==> config.mk <==
export PLATFORM = sky130hd
export DESIGN_NAME = umi_skid_buffer
export DESIGN_NICKNAME = d
export VERILOG_FILES = /design/src/rtl/umi_skid_buffer_pkg.sv /design/src/rtl/umi_skid_buffer.sv
export SDC_FILE = /design/constraint.sdc
export NUM_CORES = 1
export LEC_CHECK = 0
export CELL_PAD_IN_SITES_DETAIL_PLACEMENT = 2
export CELL_PAD_IN_SITES_GLOBAL_PLACEMENT = 2
export CORE_ASPECT_RATIO = 0.6
export CORE_MARGIN = 1.5
export CORE_UTILIZATION = 30
export CTS_CLUSTER_SIZE = 16
export DETAILED_ROUTE_END_ITERATION = 10
export HOLD_SLACK_MARGIN = 0.05
export PLACE_DENSITY = 0.74
export SLEW_MARGIN = 20
export SYNTH_ARGS = -nofsm -noshare
export SYNTH_HDL_FRONTEND = slang
export SYNTH_SLANG_ARGS = --single-unit
==> constraint.sdc <==
create_clock -name clk -period 28 [get_ports clk]
set_input_delay 5.6 -clock clk [delete_from_list [all_inputs] [get_ports clk]]
set_output_delay 5.6 -clock clk [all_outputs]
set_load 0.02 [all_outputs]
==> src/rtl/umi_skid_buffer_pkg.sv <==
// Shared UMI definitions: buffer state encoding used by the skid buffer
// and by anything that inspects its occupancy.
package umi_skid_buffer_pkg;

  typedef enum logic [1:0] {
    ST_EMPTY = 2'd0,
    ST_BUSY  = 2'd1,
    ST_FULL  = 2'd2
  } state_e;

endpackage

==> src/rtl/umi_skid_buffer.sv <==
// Two-entry UMI skid buffer: fully registered forward and backward paths,
// one transaction per cycle at full throughput, order preserving.
module umi_skid_buffer
  import umi_skid_buffer_pkg::*;
#(
  parameter int CW = 32,
  parameter int AW = 64,
  parameter int DW = 128
) (
  input  logic          clk,
  input  logic          reset,
  input  logic          umi_in_valid,
  input  logic [CW-1:0] umi_in_cmd,
  input  logic [AW-1:0] umi_in_dstaddr,
  input  logic [AW-1:0] umi_in_srcaddr,
  input  logic [DW-1:0] umi_in_data,
  output logic          umi_in_ready,
  output logic          umi_out_valid,
  output logic [CW-1:0] umi_out_cmd,
  output logic [AW-1:0] umi_out_dstaddr,
  output logic [AW-1:0] umi_out_srcaddr,
  output logic [DW-1:0] umi_out_data,
  input  logic          umi_out_ready,
  output logic [1:0]    occupancy
);

  // Handshake: a transfer happens on a rising edge where valid and ready are
  // both 1; valid never waits on ready, and ready here is a flop only.
  localparam int PW = CW + 2 * AW + DW;

  state_e          state_q, state_d;
  logic            in_ready_q, in_ready_d;
  logic [PW-1:0]   main_q, main_d;
  logic [PW-1:0]   skid_q, skid_d;
  logic [PW-1:0]   in_payload;
  logic            in_fire;
  logic            out_fire;

  assign in_payload = {umi_in_cmd, umi_in_dstaddr, umi_in_srcaddr, umi_in_data};

  always_comb begin
    state_d  = state_q;
    main_d   = main_q;
    skid_d   = skid_q;
    in_fire  = umi_in_valid & in_ready_q;
    out_fire = (state_q != ST_EMPTY) & umi_out_ready;
    case (state_q)
      ST_EMPTY: begin
        if (in_fire) begin
          main_d  = in_payload;
          state_d = ST_BUSY;
        end
      end
      ST_BUSY: begin
        case ({in_fire, out_fire})
          2'b10: begin
            skid_d  = in_payload;
            state_d = ST_FULL;
          end
          2'b01: state_d = ST_EMPTY;
          2'b11: main_d = in_payload;
          default: ;
        endcase
      end
      ST_FULL: begin
        // in_ready is low here, so only the drain of main can happen
        if (out_fire) begin
          main_d  = skid_q;
          state_d = ST_BUSY;
        end
      end
      default: state_d = ST_EMPTY;
    endcase
    in_ready_d = (state_d != ST_FULL);
  end

  always_ff @(posedge clk or posedge reset) begin
    if (reset) begin
      state_q    <= ST_EMPTY;
      in_ready_q <= 1'b0;
      main_q     <= '0;
      skid_q     <= '0;
    end else begin
      state_q    <= state_d;
      in_ready_q <= in_ready_d;
      main_q     <= main_d;
      skid_q     <= skid_d;
    end
  end

  assign umi_in_ready  = in_ready_q;
  assign umi_out_valid = (state_q != ST_EMPTY);
  assign occupancy     = state_q;
  assign {umi_out_cmd, umi_out_dstaddr, umi_out_srcaddr, umi_out_data} = main_q;

endmodule

==> Word level (Yosys, flattened, before mapping) <==
Index checks and enable logic that the tools add are counted.
{ "totals": {"register_bits": 579, "inputBits": 292} }
{ "classes": {"eq_ne": 9, "n_mux": 8, "n_bitwise": 2, "reduce_logical": 5} }
{ "ops": {"columns": ["op", "count"], "rows": [
  ["288-bit 2-to-1 mux", 3],
  ["288-bit case mux with 3 select lines", 1],
  ["2-bit equality test, second input constant", 3],
  ["2-bit != test, second input constant", 3],
  ["2-bit case mux with 3 select lines", 1],
  ["2-bit by 1-bit equality test with 1-bit output, second input constant", 2],
  ["2-bit 2-to-1 mux", 2],
  ["2-bit case mux with 2 select lines", 1],
  ["4-bit AND reduction", 1],
  ["3-bit nonzero test", 1],
  ["1-bit bitwise AND", 2],
  ["2-bit zero test", 1],
  ["2-bit by 1-bit != test with 1-bit output, second input constant", 1],
  ["2-bit AND reduction", 1],
  ["2-bit nonzero test", 1]
]} }

==> Longest topological paths before layout <==
Gate-level depths: netlist (run 1).
{ "depth": {"word_depth": 6, "depth_mapped": 10, "depth_no_buf": 7} }

==> Least setup slack after synthesis (run 1) <==
Ideal clock, no wire load.
{ "synth_path": {"path_kind": "input to register", "start": "input umi_in_valid", "end": "register skid_q[265]", "t_arrival_ps": 6968, "t_required_ps": 27875, "setup_slack_ps": 20908, "cell_stages": 8, "n_path_buf": 3, "cell_sequence": "nand2_1 inv_1 ha_1 nand3b_1 buf_2 buf_2 buf_2 mux2_2"} }
{ "synth_between": {"elab_chain_cells": 3} }
{ "synth_rtl": {"columns": ["item", "line", "rtl"], "rows": [
  ["start, declared", "umi_skid_buffer.sv:12", "input logic umi_in_valid,"],
  ["1-bit bitwise AND", "umi_skid_buffer.sv:45", "in_fire = umi_in_valid & in_ready_q;"],
  ["2-bit equality test", "umi_skid_buffer.sv:55", "case ({in_fire, out_fire})"],
  ["2-bit AND reduction (no line)", null, null],
  ["end signal, assigned", "umi_skid_buffer.sv:87", "skid_q <= skid_d;"],
  ["end, declared", "umi_skid_buffer.sv:34", "logic [PW-1:0] skid_q, skid_d;"]
]} }
No other way between the ends.
A chain may end at the register's enable or synchronous reset.

==> Final worst setup path (run 1) <==
{ "layout_path": {"start": "input umi_in_valid", "end": "register main_q[100]"} }
{ "layout_between": {"elab_chain_cells": 4} }
{ "layout_rtl": {"columns": ["item", "line", "rtl"], "rows": [
  ["1-bit bitwise AND (*)", "umi_skid_buffer.sv:45", null],
  ["2-bit equality test", "umi_skid_buffer.sv:55", null],
  ["2-bit by 1-bit != test with 1-bit output (no line)", null, null],
  ["4-bit AND reduction (no line) (*)", null, null],
  ["end signal, assigned", "umi_skid_buffer.sv:86", "main_q <= main_d;"],
  ["end, declared", "umi_skid_buffer.sv:33", "logic [PW-1:0] main_q, main_d;"]
]} }
Every way passes the cells marked *; elsewhere a longest branch is shown, timed or not.

==> reports/qor_table.md, run 1 <==
| Parameter | Value |
| --- | --- |
| Post-route clock period utilization | 31.78% |
| Avg WL per Cell | 22.21 um |
| R2R Setup Slk | 23.87 ns |
| Residual DRC count | 0 |
| Top_reg_cell synth | dfrtp_1 |
| Crit Reg-Reg Startpoint | occupancy[0] |
| Post-CTS sizing | 0 |
| Mean area per synthesized cell | 15.97 um2 |
| Distinct cells, synth | 18 |
| Number of flops mapped to enable cells by yosys | 0 |
| CP Data Arrival Time | 9.39 ns |
| MaxCap Viol Count | 0 |
| Post-synthesis instance area | 24880 um2 |
| Core Region | 81790 um2 |
| Endpoint of the worst hold path | main_q[286] |
| Final global-route overflow total | 0 |
| Largest clock skew in the final design | 0.02324 ns |
| Warning count from the yosys run | 0 |
| Detailed placement HPWL | 49.35 mm |
| Leading area contributor after synthesis | dfrtp_1 |
| Wire length of the first global-routing pass | 109.9 mm |
| Max-Slew Margin vs Limit | 20.64% |
| Crit Path Max Fanout | 65 |
| Fin Setup TNS | 0 ns |
| Clock buffer count from CTS | 58 |
| Final Hold Vio Count | 0 |
| Post-route minimum period | 8.899 ns |
| Complex-gate fraction of the synthesized area | 0.1610% |
| DR pass1 iterations | 4 |
| Mux contribution to synthesized area | 39.15% |
| Clock-pin transition on the worst setup and hold timing paths | 0.06 ns |
| Depth of the CTS H-tree | 2 |
| Top cells by area in the synthesized netlist | dfrtp_1 58%, mux2_2 39%, buf_2 1.6% |
| Max Fclk | 112.4 MHz |
| Ratio of total power to cell area | 122.9 nW/um2 |
| Final ANT Viol Nets | 0 |
| Post CTS Setup Buffer Count | 0 |
| Synthesized Nets | 1852 |
| CP startpoint kind | primary input |
| Simple logic cell fraction of the synthesized area | 0.1962% |
| Parity-gate share of the synthesized area counting xor and xnor cells | 0% |
| Num rows | 81 |
| TritonCTS Sinks | 579 |
| Worst hold path cell count | 1 |
| Main combinational cell family by area after synthesis | multiplexers |
| Final standard cell count with taps included and fillers excluded | 3256 |
| Die boundary height | 226.0 um |
| Number of instances in the placed design | 3142 |
| Cell area after layout | 33640 um2 |
| Leakage dissipation | 13.60 nW |
| Required time of the critical path | 28.49 ns |
| Maximum ir drop on the vdd rail | 0.1157 mV |
| Number of input and output port buffers inserted | 583 |
| Worst setup path category | in -> reg |
| Least-Margin Pin Slew | 1.190 ns |
| Vias/cell | 4.636 |
| Final RePlAce weighted congestion | 0.7714 |
| Most common cell in the synthesized netlist | mux2_2 |
| IO Pins | 584 |
| Max-slew violation count | 0 |
| Final Util | 41.13% |
| Relative area change from synthesis to final layout | 35.23% |
| Number of buffers on the longest clock path | 3 |
| Status | complete, no violations |
| Register area share after synthesis | 58.25% |
| Count of nets after finishing | 2417 |
| Clock insertion delay at the later pin of the skew report | 0.62 ns |
| Crit end category | flop |
| Leading cell types by count after synthesis | 858 x mux2_2, 579 x dfrtp_1, 81 x buf_2 |
| Setup violations, final | 0 |
| Share of cells above drive strength 1 | 44.93% |
| Post-layout power | 4.135 mW |
| Hold Path Class | reg -> reg |
| Drt total wl | 72.32 mm |
| Synthesized instance count | 1558 |
| GR Util All Layers | 16.90% |
| CTS root buf | clkbuf_16 |
| Hold path startpoint | main_q[286] |
| Initial antenna violation count | 19 |
| Clock tree from TritonCTS | built |
| Total via count after detailed routing | 15095 |
| Die area | 84710 um2 |
| 1st-iter DRT viols | 416 |
| Die width | 374.7 um |
| Initial core utilization | 30.41% |
| Largest net degree at the start of global routing | 139 |
| Instance area at placement | 31740 um2 |
| Number of flip-flops and latches in the synthesized netlist | 579 |
| End of the worst register-to-register path | main_q[100] |
| Total of fill cells in the finished design | 7912 |
| Fraction of registers with async set/reset | 100.0% |
| Share of the synthesized area in the top cell type | 58.25% |
| RSZ-0062 raised after global routing | no |
| Adder-cell share of the synthesized area | 0.1006% |
| Number of global-route vias before repair | 17549 |
| Cts hold-fix bufs | 0 |
| Worst r2r path cells | 10 |
[sequential cells by signal, indices dropped and copies added, names as in the netlist]
register      flops
main_q          288
occupancy         2
umi_in_ready      1
skid_q          288
[report_power, final]
group | leakage [nW] | total, mW | internal [mW] | switching [mW]
Clock | 0.935 | 0.780 | 0.436 | 0.343
Combinational | 5.84 | 1.85 | 1.01 | 0.840
Sequential | 6.82 | 1.51 | 1.28 | 0.232
Total | 13.6 | 4.13 | 2.72 | 1.42
[worst max-delay path, stage by stage]
cell and delay, ns:
clkdlybuf4s50_1 0.45, nand2_1 0.11, inv_1 0.14, ha_1 0.16
nand3b_1 0.13, o311ai_4 0.13, buf_4 0.46, buf_4 0.80
buf_4 0.85, mux2_2 0.42
[worst max-delay path by stage]
stage | startpoint | to | slack [ns] | cells past startpoint
after floorplan | reset | main_q[0] | 6.20 | 1
after global placement | reset | main_q[263] | 18.44 | 5
after detailed placement | reset | main_q[263] | 18.28 | 5
after CTS | reset | skid_q[8] | 18.99 | 5
after global routing | reset | skid_q[9] | 18.64 | 5
final | umi_in_valid | main_q[100] | 19.10 | 10
[cell type report]
cell class	instances	area (um2)	share of cell area, %
multi-input combinational	878	9861	29.31
clock buffer	87	1732	5.148
antenna	7	17.52	0.05207
clock inverter	20	151.4	0.4501
timing repair buffer	602	6016	17.88
tap	1079	1350	4.013
inverter	4	22.52	0.06695
sequential	579	14490	43.07
[logic make-up (layout without fill, tap and decap cells)]
group           after synthesis  in the layout
fa+ha+maj                     2              2
mux                         865            865
flops                       579            579
simple gates                  8              8
other cells                   0              7
compound gates                3              3
buf+inv                     101            713
[metal layers]
| layer | GRT usage (%) | wire (um) | up-vias |
|---|---|---|---|
| li1 | - | - | 6753 |
| met1 | 20.88 | 30450 | 7861 |
| met2 | 27.95 | 34810 | 333 |
| met3 | 5.948 | 5166 | 126 |
| met4 | 4.642 | 1746 | 22 |
| met5 | 0 | 149 | - |
[layout by cell type, fill, tap and decap left out]
master / Yosys / final
nand2b_1: 1 / 1
diode_2: 0 / 7
clkinv_4: 0 / 2
nand3b_1: 3 / 3
nand2_1: 2 / 2
o22a_1: 1 / 1
clkbuf_1: 3 / 13
o21ai_0: 1 / 1
o311ai_4: 1 / 1
ha_1: 2 / 2
dfrtp_1: 579 / 579
clkbuf_16: 0 / 59
clkbuf_8: 0 / 15
nor2b_4: 0 / 1
bufinv_16: 0 / 1
inv_1: 4 / 3
buf_12: 0 / 3
inv_8: 0 / 2
clkdlybuf4s50_1: 0 / 583
inv_6: 0 / 2
mux2_1: 6 / 6
mux2_2: 858 / 858
mux2i_1: 1 / 1
clkinv_2: 0 / 12
clkinvlp_4: 0 / 2
or2_2: 1 / 1
buf_4: 12 / 16
[stage by stage]
step | worst slack, ns | hold WS, ns
after floorplan | 6.201 | 0.4737
after global placement | 18.44 | 0.4738
after detailed placement | 18.28 | 0.4787
after CTS | 18.99 | 0.4947
after global routing | 18.64 | 0.5163
final | 19.10 | 0.4892
Note: power is estimated with default switching activity, not from simulation.
==> run 2: changes to the inputs <==
--- a/config.mk
+++ b/config.mk
@@ -13,7 +13,7 @@
 export CTS_CLUSTER_SIZE = 16
 export DETAILED_ROUTE_END_ITERATION = 10
 export HOLD_SLACK_MARGIN = 0.05
-export PLACE_DENSITY = 0.74
+export PLACE_DENSITY = 0.77
 export SLEW_MARGIN = 20
 export SYNTH_ARGS = -nofsm -noshare
 export SYNTH_HDL_FRONTEND = slang
==> constraint.sdc (replaced) <==
create_clock -name clk -period 7.9 [get_ports clk]
set_input_delay 1.58 -clock clk [delete_from_list [all_inputs] [get_ports clk]]
set_output_delay 1.58 -clock clk [all_outputs]
set_load 0.02 [all_outputs]
==> reports/qor_table.md, run 2 (synthesis gave the netlist of run 1 again) <==
| Parameter | Value | vs previous |
| --- | --- | --- |
| Status | complete, no violations | unchanged |
| 1st-iter DRT viols | 513 | was 416 |
| Final global-route overflow total | 0 | unchanged |
| Wire length of the first global-routing pass | 111.0 mm | was 109.9 mm |
| Worst hold path cell count | 1 | unchanged |
| Post CTS Setup Buffer Count | 0 | unchanged |
| IO Pins | 584 | unchanged |
| GR Util All Layers | 16.98% | was 16.90% |
| Vias/cell | 4.690 | was 4.636 |
| Residual DRC count | 0 | unchanged |
| Clock tree from TritonCTS | built | unchanged |
| Avg WL per Cell | 22.35 um | was 22.21 um |
| TritonCTS Sinks | 579 | unchanged |
| Total of fill cells in the finished design | 7876 | was 7912 |
| CTS root buf | clkbuf_16 | unchanged |
| Drt total wl | 72.67 mm | was 72.32 mm |
| RSZ-0062 raised after global routing | no | unchanged |
| Required time of the critical path | 8.38 ns | was 28.49 ns |
| Setup violations, final | 0 | unchanged |
| Core Region | 81790 um2 | unchanged |
| DR pass1 iterations | 4 | unchanged |
| Worst r2r path cells | 7 | was 10 |
| Share of cells above drive strength 1 | 44.92% | was 44.93% |
| Crit end category | flop | unchanged |
| Clock buffer count from CTS | 59 | was 58 |
| R2R Setup Slk | 4.99 ns | was 23.87 ns |
| Depth of the CTS H-tree | 2 | unchanged |
| Number of global-route vias before repair | 17950 | was 17549 |
| Maximum ir drop on the vdd rail | 0.3504 mV | was 0.1157 mV |
| Largest net degree at the start of global routing | 164 | was 139 |
| Count of nets after finishing | 2415 | was 2417 |
| Final ANT Viol Nets | 0 | unchanged |
| Die boundary height | 226.0 um | unchanged |
| Clock-pin transition on the worst setup and hold timing paths | 0.07 ns | was 0.06 ns |
| CP startpoint kind | primary input | unchanged |
| Clock insertion delay at the later pin of the skew report | 0.61 ns | was 0.62 ns |
| MaxCap Viol Count | 0 | unchanged |
| Most common library cell in the layout ignoring fill and taps | mux2_2 | unchanged |
| Num rows | 81 | unchanged |
| Number of buffers on the longest clock path | 3 | unchanged |
| Crit Path Max Fanout | 138 | was 65 |
| Final RePlAce weighted congestion | 0.7714 | unchanged |
| Initial antenna violation count | 15 | was 19 |
| Cts hold-fix bufs | 0 | unchanged |
| Number of input and output port buffers inserted | 583 | unchanged |
| Post-CTS sizing | 0 | unchanged |
| Final Hold Vio Count | 0 | unchanged |
| Die width | 374.7 um | unchanged |
| Commonest cells after routing, fill and taps aside | 858 x mux2_2, 583 x clkdlybuf4s50_1, 579 x dfrtp_1 | unchanged |
| Post-layout power | 14.79 mW | was 4.135 mW |
| Hold Path Class | reg -> reg | unchanged |
| Post-route minimum period | 3.703 ns |  |
| CP Data Arrival Time | 4.19 ns | was 9.39 ns |
| Largest clock skew in the final design | 0.01830 ns | was 0.02324 ns |
| Final standard cell count with taps included and fillers excluded | 3251 | was 3256 |
| Max-slew violation count | 0 | unchanged |
| Ratio of total power to cell area | 438.1 nW/um2 | was 122.9 nW/um2 |
| Detailed placement HPWL | 49.48 mm | was 49.35 mm |
| Least-Margin Pin Slew | 1.126 ns | was 1.190 ns |
| Post-route clock period utilization | 46.88% |  |
| Die area | 84710 um2 | unchanged |
| Leakage dissipation | 13.63 nW | was 13.60 nW |
| Initial core utilization | 30.41% | unchanged |
| Total via count after detailed routing | 15247 | was 15095 |
| Max Fclk | 270.0 MHz |  |
| Relative area change from synthesis to final layout | 35.71% | was 35.23% |
| Number of instances in the placed design | 3139 | was 3142 |
| Worst setup path category | in -> reg | unchanged |
| Max-Slew Margin vs Limit | 24.94% | was 20.64% |
## run 2: final cells by class
class                   instances  area [um2]  area share (%)
inverters                       4       18.77         0.05560
flip-flops and latches        579       14490           42.92
well taps                    1079        1350           3.999
diodes                          8       20.02         0.05930
multi-input cells             878        9861           29.21
clock inverters                21       244.0          0.7228
repair buffers                599        6068           17.98
clock buffers                  83        1707           5.056
## run 2: path summary, 6_finish.rpt
check / startpoint / end
max: umi_in_valid / skid_q[103]
min: main_q[285] / main_q[285]
max reg2reg: occupancy[0] / skid_q[103]
min reg2reg: main_q[285] / main_q[285]
max in group asynchronous: reset / skid_q[271]
min in group asynchronous: reset / skid_q[106]
## run 2: power by group
part           switching (mW)  leakage, nW  internal [mW]  total [mW]
clock network            1.21        0.958           1.66        2.87
registers               0.827         6.82           4.53        5.35
logic                    2.99         5.84           3.58        6.57
total                    5.02         13.6           9.77        14.8
## run 2: per-layer routing
| layer | GRT usage, % | vias to the layer above | share of wire, % |
|---|---|---|---|
| met5 | 0 | - | 0.16 |
| met1 | 19.57 | 8029 | 39 |
| li1 | - | 6726 | - |
| met3 | 5.681 | 133 | 6.8 |
| met4 | 5.206 | 18 | 2.8 |
| met2 | 29.82 | 341 | 51 |
## run 2: per-stage QoR
stage               hold slack, ns  utilization, %  TNS (ns)  area [um2]  worst slack [ns]
CTS                         0.4967           41.25         0       33740             4.217
global placement            0.4720           38.87         0       31790             3.645
global route                0.5140           41.26         0       33750             4.138
finish                      0.4925           41.27         0       33760             4.197
floorplan                   0.4737               -   -908.73       24880            -1.569
detailed placement          0.4843           38.87         0       31790             3.618
## run 2: critical path, cell delays in order
cell,delay (ns)
clkdlybuf4s50_1,0.40
nand2_1,0.15
inv_1,0.10
ha_1,0.22
nand3b_1,0.10
buf_4,0.37
buf_12,0.56
mux2_2,0.43
